### src/rtl/apb4_wdg_win.sv
// ---------------------------------------------------------------------------
// apb4_wdg_win : windowed APB4 watchdog with early warning, sticky config
//                lock and a stretched fixed-length reset request.
//
// Ports
//   clk_i, rst_n_i         APB clock / asynchronous active-low reset
//   paddr, psel, penable,  APB4 slave interface, word index paddr[5:2],
//   pwrite, pwdata,        zero wait states (pready tied high),
//   prdata, pready,        pslverr flags a rejected protected write
//   pslverr
//   tick_i                 external tick, asynchronous (RTC domain)
//   irq_o                  early-warning interrupt, level
//   rst_o                  SoC reset request, RST_CYC-cycle active-high pulse
//
// Register map (word index)
//   0 CTRL  [0] WARNIE [1] ETR [2] EN [3] WINEN [4] LOCK (set-only)
//   1 PSCR  prescaler reload          5 WARN  warning count
//   2 CNT   counter (read-only)       6 STAT  [0] WARNIF [1] TOIF [2] EWIF, W1C
//   3 CMP   timeout compare           7 KEY   write KEY_VAL; reads key_ok
//   4 WIN   window open count         8 FEED  write bit0=1 to feed
// CTRL/PSCR/CMP/WIN/WARN/FEED need a preceding KEY write; once LOCK is set
// only FEED stays writable.
// ---------------------------------------------------------------------------
module apb4_wdg_win #(
   parameter int unsigned CNT_WIDTH  = 32,
   parameter int unsigned PSCR_WIDTH = 20,
   parameter int unsigned RST_CYC    = 16,
   parameter logic [31:0] KEY_VAL    = 32'h5F37_59DF
) (
   input  logic        clk_i,
   input  logic        rst_n_i,
   input  logic [31:0] paddr,
   input  logic        psel,
   input  logic        penable,
   input  logic        pwrite,
   input  logic [31:0] pwdata,
   output logic [31:0] prdata,
   output logic        pready,
   output logic        pslverr,
   input  logic        tick_i,
   output logic        irq_o,
   output logic        rst_o
);

   localparam logic [3:0] REG_CTRL = 4'd0;
   localparam logic [3:0] REG_PSCR = 4'd1;
   localparam logic [3:0] REG_CNT  = 4'd2;
   localparam logic [3:0] REG_CMP  = 4'd3;
   localparam logic [3:0] REG_WIN  = 4'd4;
   localparam logic [3:0] REG_WARN = 4'd5;
   localparam logic [3:0] REG_STAT = 4'd6;
   localparam logic [3:0] REG_KEY  = 4'd7;
   localparam logic [3:0] REG_FEED = 4'd8;

   localparam int unsigned        RCNT_W    = $clog2(RST_CYC + 1);
   localparam logic [RCNT_W-1:0]  RCNT_LOAD = RCNT_W'(RST_CYC);

   // ------------------------------------------------------------------
   // State
   // ------------------------------------------------------------------
   logic                  warnie_q, etr_q, en_q, winen_q, lock_q;
   logic [PSCR_WIDTH-1:0] pscr_q, pcnt_q, pcnt_d;
   logic [CNT_WIDTH-1:0]  cmp_q, win_q, warn_q;
   logic [CNT_WIDTH-1:0]  cnt_q, cnt_d;
   logic [2:0]            stat_q, stat_d;
   logic                  key_ok_q;
   logic [2:0]            sync_q;
   logic                  irq_q;
   logic [RCNT_W-1:0]     rcnt_q, rcnt_d;

   // ------------------------------------------------------------------
   // APB decode
   // ------------------------------------------------------------------
   logic [3:0] idx;
   logic       wr, rd, is_prot, wr_ok;
   logic       wr_ctrl, wr_pscr, wr_cmp, wr_win, wr_warn, wr_stat, feed;

   assign idx     = paddr[5:2];
   assign wr      = psel & penable & pwrite;
   assign rd      = psel & penable & ~pwrite;
   assign pready  = 1'b1;

   assign is_prot = (idx == REG_CTRL) | (idx == REG_PSCR) | (idx == REG_CMP) |
                    (idx == REG_WIN)  | (idx == REG_WARN) | (idx == REG_FEED);
   // LOCK freezes the configuration but must never stop the feed path.
   assign wr_ok   = key_ok_q & (~lock_q | (idx == REG_FEED));
   assign pslverr = wr & is_prot & ~wr_ok;

   assign wr_ctrl = wr & wr_ok & (idx == REG_CTRL);
   assign wr_pscr = wr & wr_ok & (idx == REG_PSCR);
   assign wr_cmp  = wr & wr_ok & (idx == REG_CMP);
   assign wr_win  = wr & wr_ok & (idx == REG_WIN);
   assign wr_warn = wr & wr_ok & (idx == REG_WARN);
   assign wr_stat = wr & (idx == REG_STAT);
   assign feed    = en_q & wr & wr_ok & (idx == REG_FEED) & pwdata[0];

   // Upper/lower address bits carry no information for this block.
   logic unused_paddr;
   assign unused_paddr = ^{paddr[31:6], paddr[1:0]};

   // ------------------------------------------------------------------
   // Tick generation
   // ------------------------------------------------------------------
   logic tick_int, tick_ext, tick;

   assign tick_int = (pcnt_q == pscr_q);
   // sync_q[1] is the second synchroniser stage; sync_q[2] only remembers
   // its previous value so a held-high tick_i yields a single tick.
   assign tick_ext = sync_q[1] & ~sync_q[2];
   assign tick     = en_q & (etr_q ? tick_ext : tick_int);

   // ------------------------------------------------------------------
   // Counter / event next-state
   // ------------------------------------------------------------------
   logic to_evt, ewif_evt, warn_evt;

   // NOTE: every output of a combinational block gets a default first so no
   // path leaves it unassigned, which would otherwise infer a latch.
   always_comb begin
      cnt_d    = cnt_q;
      pcnt_d   = pcnt_q;
      to_evt   = 1'b0;
      ewif_evt = 1'b0;
      warn_evt = 1'b0;

      if (!en_q || etr_q)
         pcnt_d = '0;
      else if (tick_int)
         pcnt_d = '0;
      else
         pcnt_d = pcnt_q + PSCR_WIDTH'(1);

      if (!en_q) begin
         cnt_d = '0;
      end else if (feed) begin
         // Feed outranks a same-cycle tick, including a timeout tick.
         cnt_d    = '0;
         pcnt_d   = '0;
         ewif_evt = winen_q & (cnt_q < win_q);
      end else if (tick) begin
         if (cnt_q >= cmp_q) begin
            to_evt = 1'b1;
            cnt_d  = '0;
         end else begin
            cnt_d    = cnt_q + CNT_WIDTH'(1);
            warn_evt = (cnt_d == warn_q) && (warn_q != '0);
         end
      end

      if (wr_pscr)
         pcnt_d = '0;
   end

   // Set beats clear when both land in the same cycle.
   always_comb begin
      stat_d = stat_q;
      if (wr_stat)
         stat_d = stat_q & ~pwdata[2:0];
      stat_d = stat_d | {ewif_evt, to_evt, warn_evt};
   end

   // A retrigger during the pulse simply reloads the length.
   always_comb begin
      if (to_evt || ewif_evt)
         rcnt_d = RCNT_LOAD;
      else if (rcnt_q != '0)
         rcnt_d = rcnt_q - RCNT_W'(1);
      else
         rcnt_d = '0;
   end

   // ------------------------------------------------------------------
   // Registers
   // ------------------------------------------------------------------
   // NOTE: sequential state uses non-blocking assignments only, so every
   // flop samples the pre-edge value of every other flop.
   always_ff @(posedge clk_i or negedge rst_n_i) begin
      if (!rst_n_i) begin
         warnie_q <= 1'b0;
         etr_q    <= 1'b0;
         en_q     <= 1'b0;
         winen_q  <= 1'b0;
         lock_q   <= 1'b0;
         pscr_q   <= '0;
         pcnt_q   <= '0;
         cmp_q    <= '0;
         win_q    <= '0;
         warn_q   <= '0;
         cnt_q    <= '0;
         stat_q   <= '0;
         key_ok_q <= 1'b0;
         sync_q   <= '0;
         irq_q    <= 1'b0;
         rcnt_q   <= '0;
      end else begin
         if (wr_ctrl) begin
            warnie_q <= pwdata[0];
            etr_q    <= pwdata[1];
            en_q     <= pwdata[2];
            winen_q  <= pwdata[3];
            lock_q   <= lock_q | pwdata[4];
         end
         if (wr_pscr) pscr_q <= PSCR_WIDTH'(pwdata);
         if (wr_cmp)  cmp_q  <= CNT_WIDTH'(pwdata);
         if (wr_win)  win_q  <= CNT_WIDTH'(pwdata);
         if (wr_warn) warn_q <= CNT_WIDTH'(pwdata);

         // Any write consumes the key; only a correct KEY write re-arms it.
         if (wr)
            key_ok_q <= (idx == REG_KEY) && (pwdata == KEY_VAL);

         pcnt_q <= pcnt_d;
         cnt_q  <= cnt_d;
         stat_q <= stat_d;
         sync_q <= {sync_q[1:0], tick_i};
         irq_q  <= stat_q[0] & warnie_q;
         rcnt_q <= rcnt_d;
      end
   end

   assign irq_o = irq_q;
   assign rst_o = (rcnt_q != '0);

   // ------------------------------------------------------------------
   // Read mux
   // ------------------------------------------------------------------
   always_comb begin
      prdata = '0;
      if (rd) begin
         case (idx)
            REG_CTRL: prdata = {27'd0, lock_q, winen_q, en_q, etr_q, warnie_q};
            REG_PSCR: prdata = 32'(pscr_q);
            REG_CNT:  prdata = 32'(cnt_q);
            REG_CMP:  prdata = 32'(cmp_q);
            REG_WIN:  prdata = 32'(win_q);
            REG_WARN: prdata = 32'(warn_q);
            REG_STAT: prdata = {29'd0, stat_q};
            REG_KEY:  prdata = {31'd0, key_ok_q};
            default:  prdata = '0;
         endcase
      end
   end

endmodule

### config.mk
export PLATFORM = sky130hd
export DESIGN_NAME = apb4_wdg_win
export DESIGN_NICKNAME = d
export VERILOG_FILES = /design/src/rtl/apb4_wdg_win.sv
export SDC_FILE = /design/constraint.sdc
export NUM_CORES = 1
export LEC_CHECK = 0
export CELL_PAD_IN_SITES_DETAIL_PLACEMENT = 0
export CELL_PAD_IN_SITES_GLOBAL_PLACEMENT = 1
export CORE_MARGIN = 4
export CORE_UTILIZATION = 40
export DETAILED_ROUTE_END_ITERATION = 10
export MAX_ROUTING_LAYER = met4
export PLACE_DENSITY_LB_ADDON = 0.1
export SETUP_SLACK_MARGIN = 0.2
export SYNTH_ARGS = -nofsm -noshare
export SYNTH_HDL_FRONTEND = slang
export SYNTH_SLANG_ARGS = --single-unit
### constraint.sdc
create_clock -name clk_i -period 2.4 [get_ports clk_i]
set_input_delay 0.36 -clock clk_i [delete_from_list [all_inputs] [get_ports clk_i]]
set_output_delay 0.36 -clock clk_i [all_outputs]
set_load 0.005 [all_outputs]
==> impl_metrics.json, run 1 <==
{
  "status": "finished with violations",
  "failed_checks": "negative setup slack",
  "crit_path_max_fanout": 13,
  "rows": 62,
  "diodes": 0,
  "die_w_um": 179.3,
  "nets": 1699,
  "die_h_um": 179.3,
  "syn_nets": 1332,
  "post-route-period-util_pct": 111.1,
  "synth_cells": 1196,
  "setup_slack_ns": -0.2654,
  "p_leak_nw": 8.117,
  "slowest_delay_ns": 0.45,
  "grt-ovfl-total": 0,
  "use_met2_pct": 40.93,
  "die-area_um2": 32150,
  "cts_sinks": 186,
  "holdPathEnd": "sync_q[0]",
  "io_pins": 106,
  "grt_pass1_vias": 11056,
  "antenna_found_initial": 0,
  "pre_cts_ws_ns": -0.5048,
  "cts_tree": "done",
  "synth_seq_cells": 186,
  "coreArea_um2": 28860,
  "end_kind": "register",
  "critical-path-slowest-cell": "dfrtp_2",
  "relSlewSlack_pct": 52.99,
  "synthArstFlopShare_pct": 100.0,
  "synth.distinct_cells": 70,
  "gp_congestion": 0.9392,
  "fin_cells": 1960,
  "tns_ns": -7.318,
  "first_iter_violations": 1066,
  "num_vias": 11022,
  "r2r_slack_ns": -0.27,
  "rsz0062_at_grt": "yes",
  "dr.pass1.iters": 6,
  "min_path_type": "in2reg",
  "dp.final_hpwl_um": 33020,
  "finalClockSkew_ns": 0.01489,
  "cap_violations": 0,
  "synthFlopType": "dfrtp_1",
  "io_buffer_count": 76,
  "avgSynthCellArea_um2": 9.814,
  "syn_area_um2": 11740,
  "cp_cell_sequence": "inv_2, ha_4, nand2b_4, a2111o_1, a311oi_2, buf_4, o2111ai_2, nand2_2, nand2_8, buf_12, buf_16, nor3b_4, a21o_1",
  "routed_wl_um": 44340,
  "r2r_cells": 13,
  "critPathLaunchType": "register",
  "grt_use_total_pct": 28.52,
  "via_per_inst": 5.623,
  "power_density_nw_per_um2": 437.9,
  "yosysWarnings": 0,
  "clk_pin_slew_ns": 0.08,
  "required_ns": 2.78,
  "clock_latency_ns": 0.45,
  "gr-max-usage-layer": "met1",
  "use_met3_pct": 4.787,
  "critical_path_class": "reg2reg",
  "irDropWorstVdd_mv": 0.4351,
  "cts_buffers": 17,
  "drc": 0,
  "ys_seq_area_share_pct": 39.65,
  "slew_viol_final": 0,
  "start_util_pct": 40.67,
  "htreeDepth": 4,
  "yosysTopAreaCellShare_pct": 39.65,
  "synth-edff-count": 0,
  "period_needed_ns": 2.665,
  "r2r_start": "cnt_q[0]",
  "use_met1_pct": 41.83,
  "fmax_mhz": 375.2,
  "min_from": "tick_i",
  "clock_path_buffers": 2,
  "drive_gt1_share_pct": 43.08,
  "r2r-end": "cnt_q[18]",
  "tightest_slew_ns": 0.6987,
  "placedCellCount": 1886,
  "yosys-top-cells-area": "dfrtp_1, mux2_2, ha_1",
  "synth_top_area_cell": "dfrtp_1",
  "hold_viol_final": 0,
  "root_buffer": "clkbuf_16",
  "grt_max_degree": 70,
  "antenna_left": 0,
  "worstHoldPathCells": 1,
  "synthToLayoutAreaGrowth_pct": 45.71,
  "setup_viol": 40,
  "wl_per_cell_um": 22.62,
  "arrival_ns": 3.05,
  "grt_pass1_wl_um": 66840
}
-- cells in the mapped netlist (all sizes together), types with 4 or more instances --
master,n
dfrtp,186
mux2,116
nand2,82
inv,77
ha,66
a21oi,65
nor2,54
nand3,50
clkbuf,48
o21ai,47
xnor2,44
a21o,36
nor3,35
xor2,34
nand4,32
a222oi,28
nor4,28
buf,22
a22oi,19
and3,17
nand2b,11
nor3b,11
mux2i,8
a221oi,7
nor2b,7
o2111ai,6
nand3b,5
o31ai,5
a31oi,4
or4,4
-- how the worst max path moves through the flow --
stage,startpoint,end,slack (ns),cells past startpoint
final,cnt_q[0],cnt_q[18],-0.27,13
after global routing,cnt_q[7],stat_q[0],-0.37,10
after CTS,cnt_q[0],cnt_q[18],-0.22,12
after detailed placement,paddr[4],prdata[17],-0.50,8
after global placement,paddr[4],prdata[17],-0.52,8
after floorplan,cnt_q[8],stat_q[0],0.08,9
-- critical path: cells and delay by family, from the launching register on --
| kind | cells | cell delay [ns] |
|---|---|---|
| AO/OA/AOI/OAI | 4 | 0.79 |
| AND/OR/NAND/NOR | 4 | 0.59 |
| buffers and inverters | 4 | 0.58 |
| flip-flops | 1 | 0.45 |
| adder cells (fa/ha/maj) | 1 | 0.19 |
-- cell type report --
cell class	instances	area (um2)
Timing Repair Buffer	418	3761
Clock buffer	18	429.2
Clock inverter	14	148.9
Multi-Input combinational cell	863	7323
Fill cell	2559	11760
Sequential cell	186	4671
Inverter	77	289.0
Tap cell	384	480.5
-- per-layer routing --
layer | share of wire [%] | vias up
met5 | 0 | -
met4 | 2.1 | 0
met3 | 6.4 | 57
met2 | 43 | 361
met1 | 48 | 5476
li1 | - | 5128
-- metrics by stage --
step	cell area (um2)	total power, mW	hold slack [ns]	util [%]
6_report	17100	7.489	0.3437	59.27
3_5_place_dp	15300	4.404	0.3432	53.00
2_1_floorplan	11900	3.837	0.06441	-
5_1_grt	17100	7.774	0.3375	59.27
3_3_place_gp	15300	4.392	0.3498	53.00
4_1_cts	16360	7.335	0.3387	56.71
-- state kept, by name, summed over array words and instances, names as in the netlist --
register / count
winen_q: 1
sync_q: 3
rcnt_q: 5
cmp_q: 32
stat_q: 3
pcnt_q: 20
warn_q: 32
etr_q: 1
cnt_q: 32
lock_q: 1
key_ok_q: 1
win_q: 32
irq_o: 1
warnie_q: 1
en_q: 1
pscr_q: 20
-- power breakdown --
part           switching (mW)  internal (mW)  total, mW
logic                   0.654          0.624       1.28
clock network            1.48           1.40       2.88
registers              0.0897           3.24       3.33
total                    2.23           5.26       7.49
-- layout by cell type, fill, tap and decap left out, types with 15 or more instances in the layout --
cell type          n
a21o_1            35
a21oi_1           57
a222oi_1          28
a22oi_1           18
buf_12            22
buf_2             20
buf_4            273
buf_6             38
clkbuf_16         20
clkdlybuf4s50_1   37
dfrtp_1          173
ha_1              52
inv_1             74
mux2_2           116
nand2_1           73
nand3_1           35
nand4_1           30
nor2_1            45
nor3_2            19
nor4_1            15
o21ai_0           25
xnor2_1           44
xor2_1            34
-- logic make-up after synthesis --
family                   share of synthesized area [%]
AO/OA/AOI/OAI                                    14.28
XOR/XNOR                                         5.820
adder cells (fa/ha/maj)                          7.035
buffers and inverters                            4.914
flip-flops                                       39.65
multiplexers                                     11.81
other                                          0.03195
AND/OR/NAND/NOR                                  16.45
-- what timing repair did --
action | 4_1_cts | 5_1_grt
hold buffers | 1 | 0
resized for setup | 191 | 126
endpoints found under the hold margin | 40 | 0
setup endpoints to repair | 155 | 73
buffers inserted | 18 | 14
pin swaps | 56 | 34
gates cloned | 5 | 4
Note: power is estimated with default switching activity, not from simulation.
==> inputs of run 2 (changes only) <==
Settings changed: SLEW_MARGIN set to 30.
==> results of run 2 <==
Same layout as run 1: the final DEF is identical, and so are final timing and power.
